**src/rtl/sram_access_sequencer.sv**
```systemverilog
// Splits one 32-bit load/store into two 16-bit SRAM accesses (low half first),
// holding ready low so the pipeline freezes until the word access completes.
module sram_access_sequencer #(
    parameter int unsigned WAIT_CYCLES = 3,
    parameter logic [31:0] BASE_ADDR   = 32'd1024
) (
    input  logic        clk,
    input  logic        rst_n,
    input  logic        wr_en,
    input  logic        rd_en,
    input  logic [31:0] address,
    input  logic [31:0] write_data,
    output logic [31:0] read_data,
    output logic        ready,
    output logic [17:0] sram_addr,
    output logic [15:0] sram_dq_out,
    output logic        sram_dq_oe,
    input  logic [15:0] sram_dq_in,
    output logic        sram_we_n,
    output logic [1:0]  state_dbg
);

    typedef enum logic [1:0] {IDLE = 2'd0, LOW = 2'd1, HIGH = 2'd2, DONE = 2'd3} state_t;

    localparam logic [3:0] LAST = 4'(WAIT_CYCLES - 1);

    state_t      state, state_nxt;
    logic [3:0]  cnt, cnt_nxt;
    logic        op_wr;
    logic [16:0] idx;
    logic [31:0] wdata;
    logic [15:0] rd_lo;
    logic [17:0] addr_hold;
    logic [31:0] offset;
    logic        req, last, accept, in_phase;
    logic        unused_offset_bits;

    // Modulo-2^32 offset into data memory; byte-lane bits and upper bits are dropped.
    assign offset             = address - BASE_ADDR;
    assign unused_offset_bits = ^{offset[31:19], offset[1:0]};

    assign req       = wr_en | rd_en;
    assign last      = (cnt == LAST);
    assign accept    = (state == IDLE) && req;
    assign in_phase  = (state == LOW) || (state == HIGH);
    assign state_dbg = state;

    always_ff @(posedge clk or negedge rst_n) begin
        if (!rst_n) begin
            state <= IDLE;
            cnt   <= 4'd0;
        end else begin
            state <= state_nxt;
            cnt   <= cnt_nxt;
        end
    end

    always_comb begin
        state_nxt = state;
        cnt_nxt   = cnt;
        case (state)
            IDLE: begin
                cnt_nxt = 4'd0;
                if (req) state_nxt = LOW;
            end
            LOW: begin
                cnt_nxt = cnt + 4'd1;
                if (last) begin
                    state_nxt = HIGH;
                    cnt_nxt   = 4'd0;
                end
            end
            HIGH: begin
                cnt_nxt = cnt + 4'd1;
                if (last) begin
                    state_nxt = DONE;
                    cnt_nxt   = 4'd0;
                end
            end
            default: begin
                state_nxt = IDLE;
                cnt_nxt   = 4'd0;
            end
        endcase
    end

    // Strobe is released on the last cycle of each phase so the address only moves while we_n is high.
    always_comb begin
        ready       = 1'b0;
        sram_addr   = addr_hold;
        sram_dq_out = 16'h0000;
        sram_dq_oe  = 1'b0;
        sram_we_n   = 1'b1;
        case (state)
            IDLE: ready = !req;
            LOW: begin
                sram_addr   = {idx, 1'b0};
                sram_dq_out = wdata[15:0];
                sram_dq_oe  = op_wr;
                sram_we_n   = !(op_wr && !last);
            end
            HIGH: begin
                sram_addr   = {idx, 1'b1};
                sram_dq_out = wdata[31:16];
                sram_dq_oe  = op_wr;
                sram_we_n   = !(op_wr && !last);
            end
            default: ready = 1'b1;
        endcase
    end

    // The low half is parked in rd_lo so read_data only ever changes to a complete word.
    always_ff @(posedge clk or negedge rst_n) begin
        if (!rst_n) begin
            op_wr     <= 1'b0;
            idx       <= 17'd0;
            wdata     <= 32'h0;
            rd_lo     <= 16'h0;
            read_data <= 32'h0;
            addr_hold <= 18'd0;
        end else begin
            if (accept) begin
                op_wr <= wr_en;
                idx   <= offset[18:2];
                wdata <= write_data;
            end
            if (in_phase) addr_hold <= sram_addr;
            if (state == LOW && last && !op_wr) rd_lo <= sram_dq_in;
            if (state == HIGH && last && !op_wr) read_data <= {sram_dq_in, rd_lo};
        end
    end

endmodule

```
**config.mk**
```make
export PLATFORM = sky130hd
export DESIGN_NAME = sram_access_sequencer
export DESIGN_NICKNAME = d
export VERILOG_FILES = /design/src/rtl/sram_access_sequencer.sv
export SDC_FILE = /design/constraint.sdc
export NUM_CORES = 1
export LEC_CHECK = 0
export ABC_AREA = 1
export CAP_MARGIN = 20
export CELL_PAD_IN_SITES_DETAIL_PLACEMENT = 2
export CELL_PAD_IN_SITES_GLOBAL_PLACEMENT = 2
export CORE_ASPECT_RATIO = 1.75
export CORE_UTILIZATION = 27
export DETAILED_ROUTE_END_ITERATION = 8
export GPL_TIMING_DRIVEN = 1
export HOLD_SLACK_MARGIN = 0.05
export PLACE_DENSITY = 0.85
export SLEW_MARGIN = 0
export SYNTH_ARGS = -nofsm -noshare
export SYNTH_HDL_FRONTEND = slang
export SYNTH_SLANG_ARGS = --single-unit
```
**constraint.sdc**
```tcl
create_clock -name clk -period 2.2 [get_ports clk]
set_input_delay 0.55 -clock clk [delete_from_list [all_inputs] [get_ports clk]]
set_output_delay 0.55 -clock clk [all_outputs]
set_load 0.005 [all_outputs]
```
======== Word level (Yosys, flattened, before mapping) ========
Cells that the tools add are included.
cells by class
  bitwise operators ....................... 1
  reduce and logical (&&, ||, !) cells .... 14
  equal/unequal tests ..................... 6
  muxes and demuxes ....................... 11
  add/sub/neg operators ................... 2
operators with widths
  operator                                             number
  one-hot mux 18 bit (2 select lines)                  1
  one-hot mux 16 bit (2 select lines)                  1
  subtractor 19 x 11 -> 19 bit, second input constant  1
  2-to-1 mux 4 bit                                     2
  logical AND 1 bit                                    6
  2-to-1 mux 2 bit                                     3
  inequality test 2 bit, second input constant         3
  one-hot mux 2 bit (3 select lines)                   1
  adder 4 x 1 -> 4 bit, second input constant          1
  == test 4 x 2 -> 1 bit, second input constant        1
  zero test 1 bit                                      4
  AND reduction 3 bit                                  1
  == test 2 x 1 -> 1 bit, second input constant        1
  == test 2 bit, second input constant                 1
  zero test 2 bit                                      1
  2-to-1 mux 1 bit                                     2
  one-hot mux 1 bit (2 select lines)                   1
  OR reduction 2 bit                                   1
  logical OR 1 bit                                     1
  OR 1 bit                                             1
storage, ports and cells
  bits in registers ....................... 122
  input bits .............................. 84
  output and inout port bits .............. 71

======== Longest topological paths before layout ========
  word-level depth ........................ 5
  mapped depth ............................ 10

======== Worst setup path before layout ========
OpenSTA, ideal clock, no wires.
  kind .................................... flip-flop to output port
  from .................................... register state[0], in the netlist state_dbg[0]
  to ...................................... output sram_dq_out[10]
  cell stages (with the launch flop) ...... 7
  data arrival time ....................... 1.356 ns
  path slack .............................. 0.294 ns
  path buffers ............................ 2
  cells stage by stage .................... dfrtp_1 > inv_1 > ha_1 > inv_1 > buf_2 > buf_1 > a21oi_1
between the ends
  longest elaborated chain between the ends .. 2
  elaborated cells between the ends (all ways) .. 3
  classes of those cells .................. eq/ne (2); mux (1)
RTL lines
  item                                                            line  text
  start: declaration                                              27    state_t state, state_nxt;
  start signal: assignment                                        53    state <= state_nxt;
  == test 2 bit / == test 2 x 1 -> 1 bit (equally long branches)  94    case (state)
  one-hot mux 16 bit (2 select lines) (*)                         94
  end: declaration                                                16    output logic [15:0] sram_dq_out,
Every way passes the cells marked *; elsewhere a longest branch is shown, timed or not.

======== Final worst setup path ========
  from .................................... register state[0], in the netlist state_dbg[0]
  to ...................................... output sram_we_n
between the ends
  longest elaborated chain between the ends .. 3
  elaborated cells between the ends (all ways) .. 4
  classes of those cells .................. eq/ne (2); mux (1); reduce/logical (1)
RTL lines
  item                                                            line  text
  == test 2 x 1 -> 1 bit / == test 2 bit (equally long branches)  94
  OR reduction 2 bit (no source line) (*)                         n/a
  2-to-1 mux 1 bit (*)                                            n/a
  end: declaration                                                19    output logic sram_we_n,
Marks and branches as above.

==> metrics.md <==
| Metric | Value |
|---|---|
| Synth cell types | 25 |
| Yosys warns | 0 |
| Drt wl/cell | 20.64 um |
| GP Congestion | between 0.7 and 0.8 |
| Critical Path End Type | output port |
| Wire length of the first global-routing pass | between 30000 and 40000 um |
| CTS tree | built |
| Flops & latches, synth | between 100 and 150 |
| Largest delay contributor family on the critical path | buffers and inverters |
| # rows | 67 |
| CTS Hold Buffers Added | 0 |
| Reg2reg end | state_dbg[0] |
| Gr ovfl total | 0 |
| Syn Nets | 721 |
| Clk_skew | approximately 17 ps |
| Largest net degree at the start of global routing | 46 |
| Placed Area | ~7100 sq um |
| Initial antenna violation count | 1 |
| Remaining antenna violation count after routing | 0 |
| Critical path startpoint category | flop |
| Worst slack at placement | -163.8 ps |
| Dominant cell type by area after synthesis | dfrtp_1 |
| Vias per cell | ~4.8 |
| HP Class | in2async |
| Final core occ | 0.4560 |
| Synth top area share | 0.5790 |
| DRC violations left | 0 |
| DR vias | 5187 |
| Slew Viols, Final | 0 |
| Buf/Inv on CP | 3 |
| Failing checks | setup timing |
| Area contributors post-synth | dfrtp_1 (58%), nand2_1 (21%), nand3_1 (4.1%) |
| Final Power | 15.07 mW |
| Slowest-stage cell, CP | dfrtp_1 |
| Starting Density | 0.2759 |
| Total Wirelength | roughly 22000 um |
| Setup-failing EPs final | 36 |
| Post-layout nets | ~900 |
| Reg2reg path depth | 11 |
| Tmin final | 2455 ps |
| Max Root-Sink Buffers | 2 |
| CP required | approximately 1700 ps |
| HPWL Detailed | ~12000 um |
| Die span in x | 107.6 um |
| I/O Pins | around 160 |
| Reg2reg start | state_dbg[1] |
| Synthesized cell area | between 5000 and 6000 sq um |
| Leakage power | ~4.3 nW |
| Die area | 20110 sq um |
| 1st-pass router iterations | 4 |
| Final setup margin | -254.6 ps |
| Status | finished with violations |
| Setup CP Type | reg2out |
| Sink Count | ~120 |
| 1st-iter DRT viols | about 180 |
| CTS buffer count | 17 |
| Reg2reg setup slack | ~170 ps |
| Total global-route track usage | 0.2294 |
| Htree depth | 4 |
| Final instance area | just under 9000 sq um |
| Die Y | 186.9 um |
| RSZ-0062 raised after global routing | true |
| Fill count | between 2000 and 2500 |
| Worst-skew pair later-pin latency | 420 ps |
| IR drop worst, VDD | about 0.66 mV |
| Fin. Hold Viols | 0 |
| Critical path peak fanout | 10 |
| Slew margin rel. | 0.6369 |
| Max Fclk | between 0.4 and 0.5 GHz |
| Worst-path clk slew | roughly 60 ps |
| Avg Cell Area, Syn | around 8.4 sq um |
| Final worst path period share | 1.116 |
| Area of the core | between 15000 and 20000 sq um |
| Vias in the first global route | slightly below 6000 |
| Part of the Yosys area used for sequential elements | 0.5790 |
| CP Cell Sequence | inv_2, ha_4, bufbuf_16, nand3_1, dlygate4sd2_1 |
| WP data arrival | roughly 1900 ps |
| Maxcap violations | 0 |
| Count of input and output buffers | roughly 140 |
| Layout cell share with drive strength beyond 1 | 0.2767 |
| Cell count after synthesis | 630 |
| P&R area growth vs syn | 65.31% |
| CP max stage delay | ~380 ps |
| Power Density | between 1500 and 2000 nW/um^2 |
| Worst Tran Pin Value | around 540 ps |
| CTS Root Cell | clkbuf_16 |
synthesized netlist by cell type, drive strengths merged:
cell type  count
nor2          18
clkbuf        12
inv           39
or2            2
a21oi         20
xor2           1
a31oi          1
nand3         43
xnor2          1
ha             7
dfrtp        122
nand4          1
nand2        300
buf           19
o21ai         44
how the worst max path moves through the flow:
stage	start	slack, ps	endpoint	cells after the start
final	state_dbg[0]	-250	sram_we_n	5
after global placement	wr_en	-130	ready	5
after floorplan	state_dbg[0]	290	sram_dq_out[10]	6
after detailed placement	state_dbg[0]	-160	sram_addr[0]	7
after CTS	state_dbg[0]	-210	sram_addr[0]	8
after global routing	state_dbg[0]	-320	sram_we_n	5
kinds of logic after synthesis:
kind of cell / after synthesis / synth area share
AOI/OAI and AO/OA: 65 / 0.06478
xor gates and xnor gates: 2 / 0.003323
adders and majority gates: 7 / 0.01661
buffers and inverters: 70 / 0.05956
DFF: 122 / 0.5790
and+or+nand+nor: 364 / 0.2767
repair_timing:
| item | CTS | global route |
|---|---|---|
| gates cloned | 7 | 0 |
| gates resized for setup | 266 | 44 |
| setup endpoints to repair | 37 | 37 |
| hold endpoints to repair | 0 | 0 |
| buffers inserted | 26 | 15 |
| pin swaps | 17 | 10 |
cell usage in the layout (no fill, tap or decap), drive strengths merged:
cell | Yosys | final
nand2 | 300 | 300
dfrtp | 122 | 122
buf | 19 | 106
clkdlybuf4s50 | 0 | 99
o21ai | 44 | 44
nand3 | 43 | 43
inv | 39 | 40
a21oi | 20 | 20
nor2 | 18 | 18
clkbuf | 12 | 17
ha | 7 | 7
clkinvlp | 0 | 6
clkinv | 0 | 5
bufinv | 0 | 3
dlygate4sd2 | 0 | 3
or2 | 2 | 2
clkdlybuf4s15 | 0 | 2
diode | 0 | 1
xnor2 | 1 | 1
xor2 | 1 | 1
nand4 | 1 | 1
a31oi | 1 | 1
bufbuf | 0 | 1
registers in the layout (all words and copies together), names as in the netlist:
signal / flops
wdata: 32
addr_hold: 18
rd_lo: 16
state_dbg: 2
read_data: 32
idx: 17
op_wr: 1
cnt: 4
worst register-to-register path, delay by kind of cell (launching register included):
kind,cells,cell delay [ps]
adder cells (fa/ha/maj),1,180
buffers and inverters,5,640
AND/OR/NAND/NOR,3,310
AO/OA/AOI/OAI,2,340
flip-flops,1,400
report_power, final:
group	switching [mW]	leakage [nW]	internal, mW
Sequential	0.758	1.49	3.27
Clock	1.17	0.277	1.78
Combinational	4.17	2.57	3.92
Total	6.10	4.33	8.97
cell type report:
class,count,area (sq um),area share
Clock buffer,17,425.4,0.04881
Multi-Input combinational cell,438,2451,0.2812
Inverter,39,168.9,0.01938
Timing Repair Buffer,211,2137,0.2452
Antenna cell,1,2.502,0.0002871
Tap cell,241,301.5,0.03460
Clock inverter,15,176.4,0.02024
Sequential cell,122,3053,0.3503
metrics by stage:
stage / setup TNS [ps] / hold WS [ps] / instances
6_report: -6025 / 49.59 / 1084
5_1_grt: -8156 / 67.55 / 1084
4_1_cts: -5442 / 58.03 / 1073
3_5_place_dp: -3216 / 464.5 / 1009
3_3_place_gp: -1087 / 453.9 / 1009
2_1_floorplan: 0 / 254.4 / 630
routing by layer:
layer  vias up  global-route usage  share of wire
met2       130              0.4310           0.57
met1      2651              0.2421           0.37
li1       2372                   -              -
met3        34             0.04216          0.027
met4         0             0.09958          0.029
met5         -                   0              0
Power figures use the tool's default switching activity.
